[config.mk]
export PLATFORM = sky130hd
export DESIGN_NAME = sobel_stream
export DESIGN_NICKNAME = d
export VERILOG_FILES = /design/src/rtl/sobel_stream.sv
export SDC_FILE = /design/constraint.sdc
export NUM_CORES = 1
export LEC_CHECK = 0
export BUFFER_PORTS_ARGS = -buffer_cell sky130_fd_sc_hd__buf_2
export CELL_PAD_IN_SITES_DETAIL_PLACEMENT = 1
export CELL_PAD_IN_SITES_GLOBAL_PLACEMENT = 2
export CORE_MARGIN = 2
export CORE_UTILIZATION = 40
export CTS_CLUSTER_SIZE = 10
export DETAILED_ROUTE_END_ITERATION = 6
export GPL_ROUTABILITY_DRIVEN = 0
export PLACE_DENSITY_LB_ADDON = 0.05
export SLEW_MARGIN = 20
export SYNTH_ARGS = -nofsm -noshare
export SYNTH_HDL_FRONTEND = slang
export SYNTH_SLANG_ARGS = --single-unit
[constraint.sdc]
create_clock -name clk_i -period 4.75 [get_ports clk_i]
set_input_delay 0.475 -clock clk_i [delete_from_list [all_inputs] [get_ports clk_i]]
set_output_delay 0.475 -clock clk_i [all_outputs]
set_load 0.02 [all_outputs]
[src/rtl/sobel_stream.sv]
// Streaming 3x3 Sobel edge-magnitude engine: column window, gradient stage, magnitude stage.
// Two-deep valid/ready pipeline with full-throughput backpressure.
module sobel_stream #(
  parameter int unsigned PIXEL_WIDTH_IN  = 8,
  parameter int unsigned PIXEL_WIDTH_OUT = 8
) (
  input  logic                         clk_i,
  input  logic                         reset_i,
  input  logic [3*PIXEL_WIDTH_IN-1:0]  col_i,
  input  logic                         col_sol_i,
  input  logic                         col_valid_i,
  output logic                         col_ready_o,
  input  logic [1:0]                   mode_i,
  input  logic [PIXEL_WIDTH_OUT-1:0]   threshold_i,
  output logic [PIXEL_WIDTH_OUT-1:0]   out_pixel_o,
  output logic                         out_sol_o,
  output logic                         out_valid_o,
  input  logic                         out_ready_i
);

  localparam int unsigned PW  = PIXEL_WIDTH_IN;
  localparam int unsigned PWO = PIXEL_WIDTH_OUT;
  localparam int unsigned GW  = PW + 3;
  localparam int unsigned WW  = (GW > PWO) ? GW : PWO;
  localparam logic [WW-1:0] MaxOut = WW'({PWO{1'b1}});

  logic [3*PW-1:0]        r_col0, r_col1, r_col2;
  logic [1:0]             r_fill;
  logic                   r_s1_valid;
  logic signed [GW-1:0]   r_gx, r_gy;
  logic [1:0]             r_s1_mode;
  logic [PWO-1:0]         r_s1_thr;
  logic                   r_s1_sol;
  logic                   r_out_valid;
  logic [PWO-1:0]         r_out_pixel;
  logic                   r_out_sol;

  logic                   w_s1_load, w_s2_load, w_accept, w_issue, w_issue_sol;
  logic [1:0]             w_fill_next;
  logic [PW-1:0]          w_c0 [3];
  logic [PW-1:0]          w_c1 [3];
  logic [PW-1:0]          w_c2 [3];
  logic signed [GW-1:0]   w_gx, w_gy;
  logic [GW-1:0]          w_ax, w_ay, w_sum, w_max;
  logic [WW-1:0]          w_sum_w, w_max_w, w_thr_w;
  logic [PWO-1:0]         w_pixel_next;

  function automatic logic signed [GW-1:0] ext(input logic [PW-1:0] p);
    return $signed({3'b000, p});
  endfunction

  function automatic logic [PWO-1:0] sat(input logic [WW-1:0] v);
    return (v > MaxOut) ? {PWO{1'b1}} : v[PWO-1:0];
  endfunction

  assign w_s2_load   = !r_out_valid || out_ready_i;
  assign w_s1_load   = !r_s1_valid || w_s2_load;
  assign col_ready_o = w_s1_load;
  assign w_accept    = col_valid_i && col_ready_o;
  assign w_fill_next = col_sol_i ? 2'd1 : ((r_fill == 2'd3) ? 2'd3 : r_fill + 2'd1);
  assign w_issue     = w_accept && (w_fill_next == 2'd3);
  // Only the 2->3 fill transition is the first window of a line.
  assign w_issue_sol = (r_fill == 2'd2) && !col_sol_i;

  // Gradients use the post-shift window: col1, col2 and the incoming column.
  always_comb begin
    for (int i = 0; i < 3; i++) begin
      w_c0[i] = r_col1[i*PW +: PW];
      w_c1[i] = r_col2[i*PW +: PW];
      w_c2[i] = col_i[i*PW +: PW];
    end
    w_gx = (ext(w_c2[0]) + (ext(w_c2[1]) <<< 1) + ext(w_c2[2]))
         - (ext(w_c0[0]) + (ext(w_c0[1]) <<< 1) + ext(w_c0[2]));
    w_gy = (ext(w_c0[2]) + (ext(w_c1[2]) <<< 1) + ext(w_c2[2]))
         - (ext(w_c0[0]) + (ext(w_c1[0]) <<< 1) + ext(w_c2[0]));
  end

  always_comb begin
    w_ax    = r_gx[GW-1] ? GW'(-r_gx) : GW'(r_gx);
    w_ay    = r_gy[GW-1] ? GW'(-r_gy) : GW'(r_gy);
    w_sum   = w_ax + w_ay;
    w_max   = (w_ax >= w_ay) ? w_ax : w_ay;
    w_sum_w = WW'(w_sum);
    w_max_w = WW'(w_max);
    w_thr_w = WW'(r_s1_thr);
    case (r_s1_mode)
      2'b01:   w_pixel_next = (w_sum_w > w_thr_w) ? {PWO{1'b1}} : '0;
      2'b10:   w_pixel_next = sat(w_max_w);
      default: w_pixel_next = sat(w_sum_w);
    endcase
  end

  always_ff @(posedge clk_i or posedge reset_i) begin
    if (reset_i) begin
      r_col0      <= '0;
      r_col1      <= '0;
      r_col2      <= '0;
      r_fill      <= '0;
      r_s1_valid  <= 1'b0;
      r_gx        <= '0;
      r_gy        <= '0;
      r_s1_mode   <= '0;
      r_s1_thr    <= '0;
      r_s1_sol    <= 1'b0;
      r_out_valid <= 1'b0;
      r_out_pixel <= '0;
      r_out_sol   <= 1'b0;
    end else begin
      if (w_accept) begin
        r_col0 <= r_col1;
        r_col1 <= r_col2;
        r_col2 <= col_i;
        r_fill <= w_fill_next;
      end
      if (w_s1_load) begin
        r_s1_valid <= w_issue;
        if (w_issue) begin
          r_gx      <= w_gx;
          r_gy      <= w_gy;
          r_s1_mode <= mode_i;
          r_s1_thr  <= threshold_i;
          r_s1_sol  <= w_issue_sol;
        end
      end
      if (w_s2_load) begin
        r_out_valid <= r_s1_valid;
        r_out_sol   <= r_s1_valid && r_s1_sol;
        if (r_s1_valid) r_out_pixel <= w_pixel_next;
      end
    end
  end

  assign out_pixel_o = r_out_pixel;
  assign out_sol_o   = r_out_sol;
  assign out_valid_o = r_out_valid;

endmodule
==> metrics.md, run 1 <==
| Metric | Value |
|---|---|
| Cts bufs inserted | `9` |
| Nets@finish | `886` |
| Mapped cell area | `7160 um2` |
| H-Tree Depth | `3` |
| Area of the die | `19000 um2` |
| Top FF cell, synth | `dfrtp_1` |
| Number of routed nets with antenna violations | `0` |
| Max Slew Vio Count | `0` |
| Worst reg-to-reg setup slack | `0.40 ns` |
| Area growth syn-to-layout | `11.1%` |
| Worst clock skew | `0.00901 ns` |
| Clock Path Buffers | `2` |
| Simple-gate share of the synthesized area | `0.0800` |
| Total negative slack | `0 ns` |
| HP Class | `in -> async` |
| CP max stage delay | `0.61 ns` |
| Inserted Diodes | `0` |
| Drt pass-1 iters | `4` |
| GRT Util Overall | `0.186` |
| Compound-Gate Fraction of Synth Area | `0.132` |
| CP arrival | `4.58 ns` |
| Wire per inst | `16.8 um` |
| Sequential area share after synthesis | `0.328` |
| CTS sink count | `94` |
| Worst setup SP type | `flip-flop` |
| Synth Instances | `677` |
| # Post-CTS Setup Buffers | `0` |
| Fmax achieved | `230 MHz` |
| Post-Layout Cell Count | `958` |
| Initial Utilization | `0.411` |
| Main combinational cell family by area after synthesis | `adder cells` |
| Synthesis warning total | `0` |
| Synthesized area per cell | `10.6 um2` |
| Port bufs | `49` |
| Crit path cell chain | `or4_1 -> o21ai_1 -> xor2_1 -> inv_1 -> ha_1 -> a211o_1 -> a21oi_1 -> a21oi_1 -> xor2_1 -> ha_1 -> nand4_1 -> o21ai_0 -> a21oi_1 -> nor3_1 -> nand2_1 -> o221a_1` |
| Synth Area in Adders | `0.274` |
| Gr ovfl total | `0` |
| Cts repair resizes | `0` |
| Worst endpoint required time | `4.98 ns` |
| CP Class | `reg -> reg` |
| Placed Instance Area | `7690 um2` |
| Starting DRT DRC Count | `167` |
| Largest net degree at the start of global routing | `65` |
| Clk Latency, worst-skew pair | `0.35 ns` |
| RR Startpoint | `r_gy[4]` |
| Post-route cell area | `7960 um2` |
| Residual DRC | `0` |
| Clk root buf | `clkbuf_16` |
| R2R depth | `16` |
| Die W | `138 um` |
| R2r endpoint | `out_pixel_o[5]` |
| First-pass GRT wire length | `27.1 mm` |
| Setup violators final | `0` |
| Status | `finished clean` |
| Final period utilization | `0.915` |
| Most used cell along the critical path | `a21oi_1` |
| Yosys cell types | `58` |
| Die height | `138 um` |
| Initial antenna violation count | `0` |
| I/O Pins | `50` |
| Ys async rst share | `1.00` |
| Clock period minus worst slack | `4.35 ns` |
| Vias per std cell | `5.10` |
| Syn nets | `835` |
| Yosys reg bits | `94` |
| Synth Area in XOR/XNOR | `0.0389` |
| Clock-pin slew on the worst setup and hold paths | `0.07 ns` |
| Final hold vios | `0` |
| Row cnt | `48` |
| # Max-Cap Violations | `0` |
| Post-synth EDFFs | `0` |
| Filler cells | `1983` |
| Detailed-route via count | `4883` |
| Final WL | `16.1 mm` |
| RSZ-0062 raised after global routing | `no` |
| Proportion of layout cells with a drive suffix above 1 | `0.186` |
| Core area | `17400 um2` |
| CP endpoint kind | `flip-flop` |
| Post-synthesis mux area share | `0.0796` |
| Worst-Margin Slew | `0.761 ns` |
| Placed insts | `942` |
| HPWL after DPL | `13.3 mm` |
| Slew margin rel. | `0.492` |
| Worst path slowest cell | `or4_1` |
| CTS hold repair buffers | `0` |
| Worst-path maximum fanout | `5` |
| Final core occ | `0.457` |
| Vias in the first global route | `5390` |
| TritonCTS clock tree | `yes` |
flip-flops by register name, summed over array words and instances, names as in the netlist:
register,count
r_gy,11
out_sol_o,1
r_s1_valid,1
r_s1_thr,8
r_gx,11
r_s1_mode,2
r_col2,24
r_fill,2
r_col1,24
out_valid_o,1
r_s1_sol,1
out_pixel_o,8
routing by layer:
metal	GRT usage	vias to the layer above	part of all wire
met1	0.238	2436	0.45
met3	0.0250	19	0.018
met5	0	-	0
li1	-	2378	-
met4	0.0720	0	0.022
met2	0.322	50	0.51
cells in the final DEF (no fill, tap or decap), types with 6 or more instances in the layout:
cell type / n
nor2_1: 19
ha_1: 56
xor2_1: 11
fa_1: 63
buf_4: 7
buf_2: 49
nor2b_1: 6
a21oi_1: 20
inv_1: 111
nand2_1: 43
clkbuf_16: 9
xnor2_1: 19
o21ai_0: 53
dfrtp_1: 94
nand2b_1: 11
mux2_2: 48
a21o_1: 6
o31ai_1: 7
critical path, delay by kind of cell, from the launching register on:
kind            cells  cell delay [ns]
buf+inv             1             0.10
xor+xnor            2             0.42
compound gates      7             1.46
fa+ha+maj           2             0.67
flops               1             0.41
simple gates        4             1.15
through the flow:
| step | setup slack (ns) | hold WS (ns) |
|---|---|---|
| 3_3_place_gp | 0.679 | 0.465 |
| 4_1_cts | 0.453 | 0.295 |
| 2_1_floorplan | 0.925 | 0.450 |
| 5_1_grt | 0.0551 | 0.337 |
| 3_5_place_dp | 0.480 | 0.473 |
| 6_report | 0.403 | 0.277 |
worst max path at each step:
stage	from	endpoint	cells past startpoint
after floorplan	r_gy[4]	out_pixel_o[7]	12
after global placement	col_i[3]	r_gy[9]	16
after detailed placement	r_gy[4]	out_pixel_o[5]	16
after CTS	r_gy[4]	out_pixel_o[5]	16
after global routing	r_gy[4]	out_pixel_o[5]	16
final	r_gy[4]	out_pixel_o[5]	16
cells in the mapped netlist, types with 4 or more instances:
cell type	number	area, um2
nor2_1	19	71.3
fa_1	63	1260
a31oi_1	5	31.3
o21ai_1	4	20.0
a21o_1	6	45.0
a211oi_1	5	37.5
ha_1	56	701
dfrtp_1	94	2350
o221a_1	5	56.3
o31ai_1	7	52.6
o21ai_0	53	265
clkbuf_1	15	56.3
xor2_1	11	96.3
inv_1	112	420
nand2b_1	11	68.8
o221a_2	5	56.3
nand3_1	5	25.0
a21oi_1	20	100
nor3b_1	4	30.0
mux2_2	48	541
nor2b_1	6	37.5
nand2_1	45	169
nor3_1	4	20.0
xnor2_1	19	166
cell families (layout without fill, tap and decap cells):
| group | count (synthesis) | in the layout |
|---|---|---|
| mux | 51 | 51 |
| buf+inv | 129 | 185 |
| fa+ha+maj | 119 | 119 |
| compound gates | 139 | 139 |
| simple gates | 114 | 114 |
| xor+xnor | 31 | 31 |
| flops | 94 | 94 |
area by class of cell:
| type | instances | area [um2] | share of cell area |
|---|---|---|---|
| clock buffers | 10 | 229 | 0.0288 |
| clock inverters | 6 | 38.8 | 0.00487 |
| inverters | 113 | 427 | 0.0536 |
| multi-input cells | 454 | 4330 | 0.544 |
| flip-flops and latches | 94 | 2350 | 0.296 |
| well taps | 225 | 282 | 0.0354 |
| repair buffers | 56 | 298 | 0.0374 |
Power of run 1 is left out: the tool's default activity adds up to more than one toggle a clock period on the data nets, which glitch-free logic cannot reach.
==> run 2, diff against run 1 <==
==> constraint.sdc (replaced) <==
create_clock -name clk_i -period 4.75 [get_ports clk_i]
set_input_delay 0.7125 -clock clk_i [delete_from_list [all_inputs] [get_ports clk_i]]
set_output_delay 0.7125 -clock clk_i [all_outputs]
set_load 0.02 [all_outputs]
==> run 2 against run 1 <==
Effect of this change:
- critical path depth unchanged
- setup slack better by 0.060 ns
- first-iteration DRC count decreased by 11%
- utilization up 0.072 points
- global-route usage increased by 0.43 points
- die area unchanged
- count of clock-buffer cells in the layout shrank 1
- design area up 0.16%
- non-clock buffer count decreased by 2
- sequential share of layout area barely moved
- critical path type unchanged
- highest routed layer unchanged
==> metrics.md, run 2 (same netlist as run 1, synthesis figures left out) <==
| Metric | Value |
|---|---|
| RR Startpoint | `r_gy[4]` |
| Clock period minus worst slack | `4.29 ns (-0.0600 ns)` |
| Row cnt | `48 (unchanged)` |
| First-pass GRT wire length | `27.8 mm (+2.8%)` |
| CP endpoint kind | `flip-flop` |
| Proportion of layout cells with a drive suffix above 1 | `0.184 (-0.00198)` |
| Gr ovfl total | `0 (unchanged)` |
| Clock-pin slew on the worst setup and hold paths | `0.07 ns (about the same)` |
| Initial Utilization | `0.411 (unchanged)` |
| HP Class | `reg -> reg` |
| I/O Pins | `50 (unchanged)` |
| H-Tree Depth | `3 (unchanged)` |
| Cts bufs inserted | `9 (unchanged)` |
| TritonCTS clock tree | `yes` |
| Area growth syn-to-layout | `11.3%` |
| Worst-path maximum fanout | `5 (unchanged)` |
| Fmax achieved | `233 MHz (+1.4%)` |
| Leading cell types in the layout, fill and taps excluded | `inv_1 (111), dfrtp_1 (94), fa_1 (63), ha_1 (56), o21ai_0 (53)` |
| Hold Path Cell Cnt | `2` |
| Filler cells | `1949 (-1.7%)` |
| GRT Util Overall | `0.191 (+0.00432)` |
| CP arrival | `4.53 ns (-0.05 ns)` |
| Worst reg-to-reg setup slack | `0.46 ns (+0.06 ns)` |
| # Post-CTS Setup Buffers | `0 (unchanged)` |
| HPWL after DPL | `13.3 mm (-0.23%)` |
| Die W | `138 um (unchanged)` |
| Status | `finished clean` |
| Port bufs | `49 (unchanged)` |
| Max Slew Vio Count | `0 (unchanged)` |
| Nets@finish | `884 (-0.23%)` |
| Hold Startpoint | `r_col2[3]` |
| Core area | `17400 um2 (unchanged)` |
| CTS hold repair buffers | `0 (unchanged)` |
| Final hold vios | `0 (unchanged)` |
| CTS sink count | `94 (unchanged)` |
| Placed Instance Area | `7680 um2 (-0.20%)` |
| Number of routed nets with antenna violations | `0 (unchanged)` |
| Commonest non-fill, non-tap cell in the layout | `inv_1` |
| # Max-Cap Violations | `0 (unchanged)` |
| Inserted Diodes | `0 (unchanged)` |
| Worst-Margin Slew | `0.789 ns (+0.0281 ns)` |
| R2R depth | `16 (unchanged)` |
| Clock Path Buffers | `2 (unchanged)` |
| Vias in the first global route | `5585 (+3.6%)` |
| Wire per inst | `17.0 um (+1.0%)` |
| Final WL | `16.2 mm (+0.73%)` |
| Largest net degree at the start of global routing | `65 (unchanged)` |
| R2r endpoint | `out_pixel_o[4]` |
| Worst clock skew | `0.00945 ns (+0.000434 ns)` |
| Detailed-route via count | `4920 (+0.76%)` |
| Total negative slack | `0 ns (unchanged)` |
| Die height | `138 um (unchanged)` |
| Cts repair resizes | `0 (unchanged)` |
| RSZ-0062 raised after global routing | `no` |
| Drt pass-1 iters | `4 (unchanged)` |
| Final period utilization | `0.903 (-0.0126)` |
| Vias per std cell | `5.15 (+1.1%)` |
| Residual DRC | `0 (unchanged)` |
| Hold Crit Endpoint | `r_col2[3]` |
| Starting DRT DRC Count | `149 (-11%)` |
| Area of the die | `19000 um2 (unchanged)` |
| Slew margin rel. | `0.474 (-0.0187)` |
| Initial antenna violation count | `0 (unchanged)` |
| Reg area | `2350 um2 (unchanged)` |
| Clk root buf | `clkbuf_16` |
| Largest registers | `r_col1: 24 flops, r_col2: 24 flops` |
| Setup violators final | `0 (unchanged)` |
| Post-route cell area | `7970 um2 (+0.16%)` |
| Area of the multi-input gates | `4330 um2 (unchanged)` |
| Clk Latency, worst-skew pair | `0.35 ns (about the same)` |
| Worst setup SP type | `flip-flop` |
| Worst endpoint required time | `4.99 ns (about the same)` |
| CP Class | `reg -> reg` |
-- run 2: changes by cell type in the layout (fill, tap and decap cells not counted), sizes merged --
cell,previous run,this run
buf,56,54
clkinvlp,2,0
inv,113,115
bufinv,0,1
clkbuf,10,9
clkinv,4,3
-- run 2: final cells by class --
cell class	count	area share
Sequential cell	94	0.295
Multi-Input combinational cell	454	0.544
Timing Repair Buffer	54	0.0355
Inverter	113	0.0535
Tap cell	225	0.0353
Clock inverter	6	0.00879
Clock buffer	9	0.0283
-- run 2: worst max-delay path: stages, from the launching register on --
cell,delay [ns]
dfrtp_1,0.41
or4_1,0.62
o21ai_1,0.18
xor2_1,0.23
inv_1,0.09
ha_1,0.35
a211o_1,0.32
a21oi_1,0.36
a21oi_1,0.10
xor2_1,0.20
ha_1,0.31
nand4_1,0.09
o21ai_0,0.16
a21oi_1,0.06
nor3_1,0.19
nand2_1,0.20
o221a_1,0.31
-- run 2: how the worst max path moves through the flow --
stage,start,end,slack [ns],cells past startpoint
6_report,r_gy[4],out_pixel_o[4],0.46,16
3_5_place_dp,col_i[3],r_gy[9],0.41,16
3_3_place_gp,col_i[2],r_gx[9],0.51,14
2_1_floorplan,col_i[3],r_gy[9],0.82,15
4_1_cts,r_gy[4],out_pixel_o[4],0.47,16
5_1_grt,r_gy[4],out_pixel_o[4],0.01,16
-- run 2: through the flow --
stage,hold slack (ns),cells,setup slack (ns),util
after floorplan,0.450,677,0.816,-
after global placement,0.463,940,0.506,0.441
after detailed placement,0.472,940,0.411,0.441
after CTS,0.489,955,0.473,0.458
after global routing,0.528,955,0.0145,0.458
final,0.483,955,0.463,0.458
-- run 2: per-layer routing --
layer / global-route usage / part of all wire / up-vias
li1: - / - / 2382
met1: 0.240 / 0.45 / 2463
met2: 0.337 / 0.51 / 49
met3: 0.0298 / 0.019 / 26
met4: 0.0601 / 0.022 / 0
met5: 0 / 0 / -
Power of run 2 is left out for the same reason.
==> run 3, diff against run 2 <==
--- a/config.mk
+++ b/config.mk
@@ -5,7 +5,7 @@
 export SDC_FILE = /design/constraint.sdc
 export NUM_CORES = 1
 export LEC_CHECK = 0
-export BUFFER_PORTS_ARGS = -buffer_cell sky130_fd_sc_hd__buf_2
+export BUFFER_PORTS_ARGS = -buffer_cell sky130_fd_sc_hd__clkbuf_2
 export CELL_PAD_IN_SITES_DETAIL_PLACEMENT = 1
 export CELL_PAD_IN_SITES_GLOBAL_PLACEMENT = 2
 export CORE_MARGIN = 2
@@ -14,6 +14,7 @@
 export DETAILED_ROUTE_END_ITERATION = 6
 export GPL_ROUTABILITY_DRIVEN = 0
 export PLACE_DENSITY_LB_ADDON = 0.05
+export RECOVER_POWER = 25
 export SLEW_MARGIN = 20
 export SYNTH_ARGS = -nofsm -noshare
 export SYNTH_HDL_FRONTEND = slang
==> run 3 against run 2 <==
Effect of this change:
- the run now ends with capacitance limit, slew limit left
- flip-flop and latch count unchanged
- cell count unchanged
- wire length increased by 0.89%
- clock skew shrank 0.0022 ns
- highest routed layer unchanged
- sequential share of layout area about the same
- critical path type unchanged
==> metrics.md, run 3 (same netlist as run 1, synthesis figures left out) <==
| Metric | Value |
|---|---|
| Drt pass-1 iters | `5 (+1)` |
| R2R depth | `16 (unchanged)` |
| Number of routed nets with antenna violations | `0 (unchanged)` |
| Hold Startpoint | `r_col1[2]` |
| Failing checks | `capacitance limit, slew limit` |
| Final period utilization | `0.892 (-0.0104)` |
| Commonest non-fill, non-tap cell in the layout | `inv_1` |
| HPWL after DPL | `13.3 mm (-0.15%)` |
| Status | `complete, but fails checks` |
| Initial Utilization | `0.411 (unchanged)` |
| Clock-pin slew on the worst setup and hold paths | `0.07 ns (about the same)` |
| Setup violators final | `0 (unchanged)` |
| DR top layer | `met4` |
| Cts bufs inserted | `9 (unchanged)` |
| RR Startpoint | `r_gy[4]` |
| Worst setup SP type | `flip-flop` |
| Slew margin rel. | `-0.881 (-1.36)` |
| Max Slew Vio Count | `62 (+62)` |
| WL met3 | `258 um (-17%)` |
| Worst-path maximum fanout | `5 (unchanged)` |
| Area of the multi-input gates | `4340 um2 (+0.12%)` |
| Largest net degree at the start of global routing | `65 (unchanged)` |
| Area of the die | `19000 um2 (unchanged)` |
| Starting DRT DRC Count | `114 (-23%)` |
| Core area | `17400 um2 (unchanged)` |
| Filler cells | `1964 (+0.77%)` |
| Most used cell along the critical path | `a21oi_1` |
| Cts repair resizes | `0 (unchanged)` |
| CP endpoint kind | `flip-flop` |
| Final WL | `16.4 mm (+0.89%)` |
| M1 WL | `7.37 mm (+0.74%)` |
| Worst endpoint required time | `4.99 ns (about the same)` |
| Initial antenna violation count | `0 (unchanged)` |
| WP buf/inv | `1 (unchanged)` |
| Worst path slowest cell | `or4_1` |
| Clock Path Buffers | `2 (unchanged)` |
| Clk root buf | `clkbuf_16` |
| Clk Latency, worst-skew pair | `0.36 ns (about the same)` |
| Hold WS | `0.490 ns (+0.00680 ns)` |
| Reg area | `2350 um2 (unchanged)` |
| Gr ovfl total | `0 (unchanged)` |
| TritonCTS clock tree | `yes` |
| Detailed-route via count | `4910 (-0.20%)` |
| # Max-Cap Violations | `1 (+1)` |
| Placed Instance Area | `7670 um2 (about the same)` |
| GRT Util Overall | `0.189 (-0.00166)` |
| Die W | `138 um (unchanged)` |
| Area growth syn-to-layout | `11.3% (about the same)` |
| Largest registers | `r_col1: 24 flops, r_col2: 24 flops` |
| Proportion of layout cells with a drive suffix above 1 | `0.182 (-0.00137)` |
| Hold Path Cell Cnt | `2 (unchanged)` |
| Port bufs | `49 (unchanged)` |
| Crit-path leading delay family | `compound AO/OA/AOI/OAI gates` |
| CTS sink count | `94 (unchanged)` |
| Worst-Margin Slew | `2.81 ns (+2.02 ns)` |
| Vias in the first global route | `5459 (-2.3%)` |
| Nets@finish | `883 (-0.11%)` |
| Vias per std cell | `5.14 (-0.20%)` |
| # Post-CTS Setup Buffers | `0 (unchanged)` |
| Wire length on met2 | `8.49 mm (+2.8%)` |
| R2r endpoint | `out_pixel_o[4]` |
| HP Class | `reg -> reg` |
| RSZ-0062 raised after global routing | `no` |
| Die height | `138 um (unchanged)` |
| CP max stage delay | `0.62 ns (about the same)` |
| Final hold vios | `0 (unchanged)` |
| First-pass GRT wire length | `27.5 mm (-1.2%)` |
| H-Tree Depth | `3 (unchanged)` |
| CP Class | `reg -> reg` |
| CP arrival | `4.48 ns (-0.05 ns)` |
| I/O Pins | `50 (unchanged)` |
| CTS hold repair buffers | `0 (unchanged)` |
| Total number of cells along the worst setup path | `16 (unchanged)` |
| Leading cell types in the layout, fill and taps excluded | `inv_1 (111), dfrtp_1 (94), fa_1 (63), ha_1 (56), o21ai_0 (53)` |
| Residual DRC | `0 (unchanged)` |
| Worst reg-to-reg setup slack | `0.51 ns (+0.05 ns)` |
| Hold Crit Endpoint | `r_col1[2]` |
| Worst clock skew | `0.00725 ns (-0.00220 ns)` |
| Row cnt | `48 (unchanged)` |
| Fmax achieved | `236 MHz (+1.2%)` |
| Clock period minus worst slack | `4.24 ns (-0.0494 ns)` |
| Final core occ | `0.458 (about the same)` |
| Crit path cell chain | `or4_1 -> o21ai_1 -> xor2_1 -> inv_1 -> ha_1 -> a211o_1 -> a21oi_1 -> a21oi_1 -> xor2_1 -> ha_1 -> nand4_1 -> o21ai_0 -> a21oi_1 -> nor3_1 -> nand2_1 -> o221a_1` |
| Total negative slack | `0 ns (unchanged)` |
| Inserted Diodes | `0 (unchanged)` |
| Wire per inst | `17.2 um (+0.89%)` |
| Post-route cell area | `7980 um2 (about the same)` |
run 3: changes by cell type in the layout (fill, tap and decap cells not counted), sizes merged:
cell,delta
buf,-50
clkbuf,+49
clkinv,-2
clkinvlp,+2
inv,+1
run 3: cell type report:
cell class | instances | area share
repair buffers | 53 | 0.0344
inverters | 113 | 0.0533
well taps | 225 | 0.0353
flip-flops and latches | 94 | 0.295
clock inverters | 7 | 0.0100
clock buffers | 9 | 0.0282
multi-input cells | 454 | 0.544
run 3: metrics by stage:
stage / setup WS [ns] / std cells
floorplan: 0.816 / 677
global placement: 0.495 / 939
detailed placement: 0.424 / 939
CTS: 0.496 / 955
global route: 0.0610 / 955
finish: 0.513 / 955
run 3: layer usage:
metal | track usage | vias to the layer above
li1 | - | 2378
met1 | 0.237 | 2465
met2 | 0.342 | 50
met3 | 0.0213 | 17
met4 | 0.0567 | 0
met5 | 0 | -
run 3: worst min-delay path, stage by stage (launching register included):
cell	delay [ns]
dfrtp_1	0.35
nand2_1	0.05
o21ai_0	0.06
run 3: worst max-delay path by stage:
stage	start	end	slack, ns
2_1_floorplan	col_i[3]	r_gy[9]	0.82
3_3_place_gp	col_i[2]	r_gx[9]	0.50
3_5_place_dp	col_i[3]	r_gy[9]	0.42
4_1_cts	r_gy[4]	out_pixel_o[4]	0.50
5_1_grt	r_gy[4]	out_pixel_o[6]	0.06
6_report	r_gy[4]	out_pixel_o[4]	0.51
Power of run 3 is left out for the same reason.
